**config.mk**
```make
export PLATFORM = sky130hd
export DESIGN_NAME = gc_poll_scheduler
export DESIGN_NICKNAME = d
export VERILOG_FILES = /design/src/rtl/gc_pkg.sv /design/src/rtl/gc_stick_cal.sv /design/src/rtl/gc_poll_scheduler.sv
export SDC_FILE = /design/constraint.sdc
export NUM_CORES = 1
export LEC_CHECK = 0
export ABC_CLOCK_PERIOD_IN_PS = 3000
export BUFFER_PORTS_ARGS = -buffer_cell sky130_fd_sc_hd__buf_2
export CORE_MARGIN = 10
export CORE_UTILIZATION = 55
export DETAILED_ROUTE_END_ITERATION = 16
export GPL_TIMING_DRIVEN = 0
export HOLD_SLACK_MARGIN = 0.02
export PLACE_DENSITY = 0.82
export SETUP_SLACK_MARGIN = 0.1
export SYNTH_ARGS = -nofsm -noshare
export SYNTH_HDL_FRONTEND = slang
export SYNTH_SLANG_ARGS = --single-unit
```
**constraint.sdc**
```tcl
create_clock -name i_clk -period 3 [get_ports i_clk]
set_input_delay 0.15 -clock i_clk [delete_from_list [all_inputs] [get_ports i_clk]]
set_output_delay 0.15 -clock i_clk [all_outputs]
set_load 0.03 [all_outputs]
```
**src/rtl/gc_pkg.sv**
```systemverilog
// Shared types and protocol constants for the GameCube controller poll scheduler.
package gc_pkg;

   // Transaction sequencer states
   typedef enum logic [2:0] {
      StSendId,
      StWaitId,
      StSendOrigin,
      StWaitOrigin,
      StIdle,
      StSendPoll,
      StWaitPoll
   } gc_state_e;

   // Command bytes
   localparam logic [7:0] CMD_ID       = 8'h00;
   localparam logic [7:0] CMD_ORIGIN   = 8'h41;
   localparam logic [7:0] CMD_POLL     = 8'h40;
   localparam logic [7:0] CMD_POLL_ARG = 8'h03;

   // First byte of a standard controller ID reply
   localparam logic [7:0] ID_BYTE0 = 8'h09;

   // Expected response lengths in bytes
   localparam logic [3:0] RSP_LEN_ID     = 4'd3;
   localparam logic [3:0] RSP_LEN_ORIGIN = 4'd10;
   localparam logic [3:0] RSP_LEN_POLL   = 4'd8;

   // Neutral stick value
   localparam logic [7:0] STICK_CENTER = 8'h80;

endpackage

```
**src/rtl/gc_stick_cal.sv**
```systemverilog
// Origin calibration for one stick axis: raw - origin + 128, clamped to 0..255.
module gc_stick_cal (
   input  logic [7:0] i_raw,
   input  logic [7:0] i_origin,
   output logic [7:0] o_cal
);

   logic signed [9:0] w_sum;

   assign w_sum = $signed({2'b00, i_raw}) - $signed({2'b00, i_origin}) + 10'sd128;

   // Clamp the signed sum into the unsigned 8-bit range
   always_comb begin
      o_cal = w_sum[7:0];
      if (w_sum < 10'sd0) begin
         o_cal = 8'h00;
      end else if (w_sum > 10'sd255) begin
         o_cal = 8'hFF;
      end
   end

endmodule

```
**src/rtl/gc_poll_scheduler.sv**
```systemverilog
// Identifies, calibrates and periodically polls a GameCube controller through
// a byte-level transceiver, publishing calibrated controller state.
module gc_poll_scheduler
   import gc_pkg::*;
#(
   parameter int unsigned POLL_PERIOD = 300000,
   parameter int unsigned TIMEOUT_CYC = 25000,
   parameter int unsigned MAX_MISS    = 3
) (
   input  logic        i_clk,
   input  logic        i_rst_n,
   input  logic        i_rumble,
   output logic        o_cmd_valid,
   input  logic        i_cmd_ready,
   output logic [1:0]  o_cmd_len,
   output logic [23:0] o_cmd_data,
   input  logic        i_rsp_valid,
   input  logic        i_rsp_err,
   input  logic [3:0]  i_rsp_len,
   input  logic [79:0] i_rsp_data,
   output logic        o_connected,
   output logic [15:0] o_buttons,
   output logic [7:0]  o_joy_x,
   output logic [7:0]  o_joy_y,
   output logic [7:0]  o_cstick_x,
   output logic [7:0]  o_cstick_y,
   output logic [7:0]  o_ltrig,
   output logic [7:0]  o_rtrig,
   output logic        o_frame,
   output logic [7:0]  o_overruns
);

   localparam int unsigned PW = (POLL_PERIOD > 1) ? $clog2(POLL_PERIOD) : 1;
   localparam int unsigned TW = (TIMEOUT_CYC > 1) ? $clog2(TIMEOUT_CYC) : 1;
   localparam int unsigned MW = $clog2(MAX_MISS + 1);

   localparam logic [PW-1:0] POLL_LAST = PW'(POLL_PERIOD - 1);
   localparam logic [TW-1:0] TO_LAST   = TW'(TIMEOUT_CYC - 1);
   localparam logic [MW-1:0] MISS_LAST = MW'(MAX_MISS - 1);

   gc_state_e     r_state;
   gc_state_e     w_state_nxt;

   logic [PW-1:0] r_poll_timer;
   logic [TW-1:0] r_to_cnt;
   logic [MW-1:0] r_miss_cnt;
   logic          r_pending;
   logic [7:0]    r_overruns;

   logic [1:0]    r_cmd_len;
   logic [23:0]   r_cmd_data;

   logic          r_connected;
   logic [15:0]   r_buttons;
   logic [7:0]    r_joy_x;
   logic [7:0]    r_joy_y;
   logic [7:0]    r_cstick_x;
   logic [7:0]    r_cstick_y;
   logic [7:0]    r_ltrig;
   logic [7:0]    r_rtrig;
   logic          r_frame;

   logic [7:0]    r_org_jx;
   logic [7:0]    r_org_jy;
   logic [7:0]    r_org_cx;
   logic [7:0]    r_org_cy;

   logic          w_tick;
   logic          w_in_wait;
   logic          w_to_exp;
   logic          w_rsp_clean;
   logic          w_good_id;
   logic          w_good_org;
   logic          w_good_poll;
   logic          w_accept;
   logic          w_link_miss;
   logic          w_org_ok;
   logic          w_poll_ok;
   logic          w_poll_miss;
   logic          w_drop;

   logic [7:0]    w_cal_jx;
   logic [7:0]    w_cal_jy;
   logic [7:0]    w_cal_cx;
   logic [7:0]    w_cal_cy;

   // Trailing origin bytes carry nothing this block uses
   logic          w_unused_rsp;
   assign w_unused_rsp = ^i_rsp_data[15:0];

   assign w_tick    = (r_poll_timer == POLL_LAST);
   assign w_in_wait = (r_state == StWaitId) || (r_state == StWaitOrigin) ||
                      (r_state == StWaitPoll);
   assign w_to_exp  = (r_to_cnt == TO_LAST);

   assign w_rsp_clean = i_rsp_valid & ~i_rsp_err;
   assign w_good_id   = w_rsp_clean & (i_rsp_len == RSP_LEN_ID) &
                        (i_rsp_data[79:72] == ID_BYTE0);
   assign w_good_org  = w_rsp_clean & (i_rsp_len == RSP_LEN_ORIGIN);
   assign w_good_poll = w_rsp_clean & (i_rsp_len == RSP_LEN_POLL);

   assign w_drop = w_poll_miss & (r_miss_cnt == MISS_LAST);

   gc_stick_cal u_cal_jx (.i_raw(i_rsp_data[63:56]), .i_origin(r_org_jx), .o_cal(w_cal_jx));
   gc_stick_cal u_cal_jy (.i_raw(i_rsp_data[55:48]), .i_origin(r_org_jy), .o_cal(w_cal_jy));
   gc_stick_cal u_cal_cx (.i_raw(i_rsp_data[47:40]), .i_origin(r_org_cx), .o_cal(w_cal_cx));
   gc_stick_cal u_cal_cy (.i_raw(i_rsp_data[39:32]), .i_origin(r_org_cy), .o_cal(w_cal_cy));

   // State register; reset parks in idle with a tick pending so ID goes out at once
   always_ff @(posedge i_clk or negedge i_rst_n) begin
      if (!i_rst_n) begin
         r_state <= StIdle;
      end else begin
         r_state <= w_state_nxt;
      end
   end

   // Next-state and transaction outcome decode
   always_comb begin
      w_state_nxt = r_state;
      w_accept    = 1'b0;
      w_link_miss = 1'b0;
      w_org_ok    = 1'b0;
      w_poll_ok   = 1'b0;
      w_poll_miss = 1'b0;
      case (r_state)
         StIdle: begin
            if (w_tick || r_pending) begin
               w_state_nxt = r_connected ? StSendPoll : StSendId;
            end
         end
         StSendId: begin
            if (i_cmd_ready) begin
               w_accept    = 1'b1;
               w_state_nxt = StWaitId;
            end
         end
         StSendOrigin: begin
            if (i_cmd_ready) begin
               w_accept    = 1'b1;
               w_state_nxt = StWaitOrigin;
            end
         end
         StSendPoll: begin
            if (i_cmd_ready) begin
               w_accept    = 1'b1;
               w_state_nxt = StWaitPoll;
            end
         end
         StWaitId: begin
            if (w_good_id) begin
               w_state_nxt = StSendOrigin;
            end else if (i_rsp_valid || w_to_exp) begin
               w_link_miss = 1'b1;
               w_state_nxt = StIdle;
            end
         end
         StWaitOrigin: begin
            if (w_good_org) begin
               w_org_ok    = 1'b1;
               w_state_nxt = StIdle;
            end else if (i_rsp_valid || w_to_exp) begin
               w_link_miss = 1'b1;
               w_state_nxt = StIdle;
            end
         end
         StWaitPoll: begin
            if (w_good_poll) begin
               w_poll_ok   = 1'b1;
               w_state_nxt = StIdle;
            end else if (i_rsp_valid || w_to_exp) begin
               w_poll_miss = 1'b1;
               w_state_nxt = StIdle;
            end
         end
         default: begin
            w_state_nxt = StIdle;
         end
      endcase
   end

   // Free-running poll period timer
   always_ff @(posedge i_clk or negedge i_rst_n) begin
      if (!i_rst_n) begin
         r_poll_timer <= '0;
      end else if (w_tick) begin
         r_poll_timer <= '0;
      end else begin
         r_poll_timer <= r_poll_timer + PW'(1);
      end
   end

   // One-deep tick memory while busy; a second busy tick counts as an overrun
   always_ff @(posedge i_clk or negedge i_rst_n) begin
      if (!i_rst_n) begin
         r_pending  <= 1'b1;
         r_overruns <= 8'h00;
      end else if (r_state == StIdle) begin
         r_pending <= 1'b0;
      end else if (w_tick) begin
         if (!r_pending) begin
            r_pending <= 1'b1;
         end else if (r_overruns != 8'hFF) begin
            r_overruns <= r_overruns + 8'd1;
         end
      end
   end

   // Response timeout counter, restarted on command acceptance
   always_ff @(posedge i_clk or negedge i_rst_n) begin
      if (!i_rst_n) begin
         r_to_cnt <= '0;
      end else if (w_accept) begin
         r_to_cnt <= '0;
      end else if (w_in_wait && !w_to_exp) begin
         r_to_cnt <= r_to_cnt + TW'(1);
      end
   end

   // Command bytes captured on entry to a send state; rumble sampled here
   always_ff @(posedge i_clk or negedge i_rst_n) begin
      if (!i_rst_n) begin
         r_cmd_len  <= 2'd0;
         r_cmd_data <= 24'h000000;
      end else if (w_state_nxt != r_state) begin
         case (w_state_nxt)
            StSendId: begin
               r_cmd_len  <= 2'd1;
               r_cmd_data <= {CMD_ID, 16'h0000};
            end
            StSendOrigin: begin
               r_cmd_len  <= 2'd1;
               r_cmd_data <= {CMD_ORIGIN, 16'h0000};
            end
            StSendPoll: begin
               r_cmd_len  <= 2'd3;
               r_cmd_data <= {CMD_POLL, CMD_POLL_ARG, 7'b0, i_rumble};
            end
            default: begin
            end
         endcase
      end
   end

   // Link status and consecutive poll miss counter
   always_ff @(posedge i_clk or negedge i_rst_n) begin
      if (!i_rst_n) begin
         r_connected <= 1'b0;
         r_miss_cnt  <= '0;
      end else if (w_org_ok) begin
         r_connected <= 1'b1;
         r_miss_cnt  <= '0;
      end else if (w_link_miss) begin
         r_connected <= 1'b0;
      end else if (w_poll_ok) begin
         r_miss_cnt <= '0;
      end else if (w_drop) begin
         r_connected <= 1'b0;
         r_miss_cnt  <= '0;
      end else if (w_poll_miss) begin
         r_miss_cnt <= r_miss_cnt + MW'(1);
      end
   end

   // Stick origins latched from the origin reply (same byte layout as a poll)
   always_ff @(posedge i_clk or negedge i_rst_n) begin
      if (!i_rst_n) begin
         r_org_jx <= STICK_CENTER;
         r_org_jy <= STICK_CENTER;
         r_org_cx <= STICK_CENTER;
         r_org_cy <= STICK_CENTER;
      end else if (w_org_ok) begin
         r_org_jx <= i_rsp_data[63:56];
         r_org_jy <= i_rsp_data[55:48];
         r_org_cx <= i_rsp_data[47:40];
         r_org_cy <= i_rsp_data[39:32];
      end
   end

   // Controller state outputs and frame strobe
   always_ff @(posedge i_clk or negedge i_rst_n) begin
      if (!i_rst_n) begin
         r_buttons  <= 16'h0000;
         r_joy_x    <= STICK_CENTER;
         r_joy_y    <= STICK_CENTER;
         r_cstick_x <= STICK_CENTER;
         r_cstick_y <= STICK_CENTER;
         r_ltrig    <= 8'h00;
         r_rtrig    <= 8'h00;
         r_frame    <= 1'b0;
      end else begin
         r_frame <= w_poll_ok;
         if (w_poll_ok) begin
            r_buttons  <= i_rsp_data[79:64];
            r_joy_x    <= w_cal_jx;
            r_joy_y    <= w_cal_jy;
            r_cstick_x <= w_cal_cx;
            r_cstick_y <= w_cal_cy;
            r_ltrig    <= i_rsp_data[31:24];
            r_rtrig    <= i_rsp_data[23:16];
         end else if (w_drop) begin
            r_buttons  <= 16'h0000;
            r_joy_x    <= STICK_CENTER;
            r_joy_y    <= STICK_CENTER;
            r_cstick_x <= STICK_CENTER;
            r_cstick_y <= STICK_CENTER;
            r_ltrig    <= 8'h00;
            r_rtrig    <= 8'h00;
         end
      end
   end

   assign o_cmd_valid = (r_state == StSendId) || (r_state == StSendOrigin) ||
                        (r_state == StSendPoll);
   assign o_cmd_len   = r_cmd_len;
   assign o_cmd_data  = r_cmd_data;
   assign o_connected = r_connected;
   assign o_buttons   = r_buttons;
   assign o_joy_x     = r_joy_x;
   assign o_joy_y     = r_joy_y;
   assign o_cstick_x  = r_cstick_x;
   assign o_cstick_y  = r_cstick_y;
   assign o_ltrig     = r_ltrig;
   assign o_rtrig     = r_rtrig;
   assign o_frame     = r_frame;
   assign o_overruns  = r_overruns;

endmodule

```
==> metrics <==
register with the most flip-flops=r_poll_timer; transition time of the tightest slew-check pin=0.925 ns; post-synthesis sequential element count=152; number of enable flip-flop cells after synthesis=0; number of DRC violations after detailed routing=0; global routing usage summed across all routing layers=22.8%; average cell area after synthesis=9.09 um2; number of max-slew violations in the final report=0; maximum ir drop on the vdd rail=0.456 mV; cell area after layout=0.0106 mm2; cell with the most instances after synthesis=sky130_fd_sc_hd__nand2_1; final number of setup-violating endpoints=0; Final Core Density=72.4%; Static Leakage=5.36 nW; simple-gate share of the synthesized area=20.9%; max-cap violations=0; synthesized-area fraction occupied by xor and xnor cells=5.04%; number of nets in the layout=1302; Yosys top cell area share=42.6%; met3 wirelength from detailed routing=1.82 mm; count of different cell masters after synthesis=68; dominant combinational cell family by area after synthesis=simple AND/OR/NAND/NOR gates; core area=0.0147 mm2; relative contribution of sequential cells to total power=42.6%; pin count of the biggest net entering global routing=97; Syn. warnings=0; time the final worst path needs with I/O delays and setup=2.68 ns; CTS max path bufs=2; area added between synthesis and finish=27.6%; kind of start point of the critical path=register; DRT Pass-1 Iters=5; total half-perimeter wirelength after legalization and detailed placement=16.0 mm; final antenna-violating net count=0; detail-routed net length per standard cell=16.9 um; Worst Setup End Kind=register; Most used DFF post-synth=sky130_fd_sc_hd__dfrtp_1; wire length of the first global-routing pass=37.7 mm; Rows=44; post-synthesis adder-cell area fraction=6.81%; unrepaired setup endpoints after global routing=false; multiplexer area fraction after synthesis=1.27%; post-route insts no fill=1367; starting utilization of the core area=56.8%; CP max FO=5; register area share after synthesis=45.7%; Internal Power=3.85 mW; CTS buffer count=17; Arr. time, crit path=2.95 ns; placed inst area=0.00945 mm2; wire length reported by the detailed router=23.0 mm; clock share of power=35.2%; total number of vias=7442; pre-CTS setup slack=0.170 ns; class of the most critical hold timing path=input pin to register; mapped cell area=0.00834 mm2; detailed route wirelength on metal2=11.3 mm; latest clock arrival within the worst-skew pair=0.43 ns; relative contribution of combinational cells to total power=22.1%; number of antenna violations at the first check in global routing=0; Layout fillers=1023; critical path start-end classification=register to register; top area cells in the synthesized netlist=sky130_fd_sc_hd__dfrtp_1 (43%), sky130_fd_sc_hd__nand2_1 (7.0%), sky130_fd_sc_hd__ha_1 (5.8%); Fin Clk Skew=0.00930 ns; clock tree from TritonCTS=done; Register Area=0.00382 mm2; Worst-path clk slew=0.07 ns; die span in x=143 um; Worst Setup Slack, final=0.317 ns; TritonCTS Sinks=152; proportion of total power due to net switching=32.7%; placed instance count=1276; Peak Freq=373 MHz; status=completed; Compound-Gate Fraction of Synth Area=14.5%; Top-Level Pins=191; clock root buffer=sky130_fd_sc_hd__clkbuf_16; via/cell ratio=5.44; share of final-layout standard cells stronger than drive strength 1=22.2%; DRC violation total after the first TritonRoute iteration=532; Syn Inst Count=918; Relative slew margins=37.8%; H-tree levels=4; number of flip-flops under the largest register name=19; area of combinational cells with multiple inputs=0.00418 mm2; worst hold-check slack=0.0356 ns; biggest area consumer among synthesized cells=sky130_fd_sc_hd__dfrtp_1; uppermost routed layer=met4; power density of the placed cells=538 mW/mm2; residual overflow from global routing=0; FFs w/ async S/R, synth=100%; switching power total=1.87 mW; most numerous cell types in the synthesized netlist=sky130_fd_sc_hd__nand2_1 (156), sky130_fd_sc_hd__dfrtp_1 (142), sky130_fd_sc_hd__o21ai_0 (96), sky130_fd_sc_hd__nor2_1 (90), sky130_fd_sc_hd__inv_1 (46); final period utilization=89.4%; placer congestion estimate=0.852; Final Hold Fails=0; Port Buffer Count=155; die extent in y=143 um; via count of the first global-routing pass=7536; Die ar.=0.0205 mm2; Post-Route M1 WL=9.46 mm; CP required=3.27 ns
## final cells by class
type / instances / share of cell area [%]
antenna: 1 / 0.0235
buffer: 53 / 2.81
clock buffer: 18 / 4.13
clock inverter: 14 / 1.06
inverter: 47 / 1.66
multi-input combinational: 684 / 39.2
sequential: 152 / 35.9
tap: 184 / 2.16
timing repair buffer: 214 / 13.1
## routing by layer
metal,vias to the layer above,GRT usage (%)
li1,3607,-
met1,3543,27.5
met2,257,37.9
met3,35,6.93
met4,0,8.03
met5,-,0
## what timing repair did
| action | CTS | global route |
|---|---|---|
| pin swaps | 0 | 0 |
| hold buffers | 58 | 0 |
| endpoints found under the setup margin | 2 | 31 |
| gates resized for setup | 1 | 11 |
| endpoints found under the hold margin | 112 | 0 |
| setup buffers | 0 | 0 |
## logic make-up (layout without fill, tap and decap cells)
family                   count (synthesis)  after routing
adder cells (fa/ha/maj)                 43             43
multiplexers                            10             10
flip-flops                             152            152
AO/OA/AOI/OAI                          193            193
XOR/XNOR                                48             48
AND/OR/NAND/NOR                        371            371
other                                    1             20
buffers and inverters                  100            346
## through the flow
step	TNS, ns	total power [mW]
floorplan	0	3.26
global placement	-60.62	3.62
detailed placement	0	3.66
CTS	0	5.73
global route	0	5.99
finish	0	5.72
## critical path, stage by stage (launching register included)
cell and delay (ns):
sky130_fd_sc_hd__dfrtp_1 0.40, sky130_fd_sc_hd__inv_1 0.06, sky130_fd_sc_hd__ha_1 0.27, sky130_fd_sc_hd__nor2b_1 0.13, sky130_fd_sc_hd__o21ai_0 0.23, sky130_fd_sc_hd__a21oi_1 0.15, sky130_fd_sc_hd__o31ai_1 0.56, sky130_fd_sc_hd__nor3_1 0.13
sky130_fd_sc_hd__a221oi_2 0.43, sky130_fd_sc_hd__a22oi_1 0.16
## power groups by stage
stage	logic, mW	clock network [mW]	registers, mW
6_report	1.27	2.02	2.44
5_1_grt	1.39	2.13	2.46
4_1_cts	1.26	2.03	2.43
3_5_place_dp	1.20	0	2.46
3_3_place_gp	1.16	0	2.46
2_1_floorplan	0.606	0	2.66
## worst paths after layout
kind / from / to / slack, ns / cells after the start
max in group asynchronous: i_rst_n / r_state[2] / 1.88 / 3
max reg2reg: r_org_cy[1] / o_cstick_y[6] / 0.32 / 9
max: r_org_cy[1] / o_cstick_y[6] / 0.32 / 9
min: i_rsp_data[32] / r_org_cy[0] / 0.04 / 3
min reg2reg: o_cmd_len[1] / o_cmd_len[1] / 0.47 / 1
min in group asynchronous: i_rst_n / o_cstick_y[0] / 0.25 / 2
## placed cells by master, fill, tap and decap left out, drive strengths merged, types with 10 or more instances in the layout
cell,instances
ha,39
dlygate4sd3,58
xnor2,28
and3,10
dfrtp,142
conb,19
buf,192
nor2,92
clkbuf,35
nor2b,19
nand2,156
a21oi,22
a21boi,10
xor2,20
o31ai,10
a22oi,15
o21ai,100
inv,54
nor3,22
dfstp,10
nand3,19
nand4,14
No activity file was read; power rests on OpenSTA's default activity.
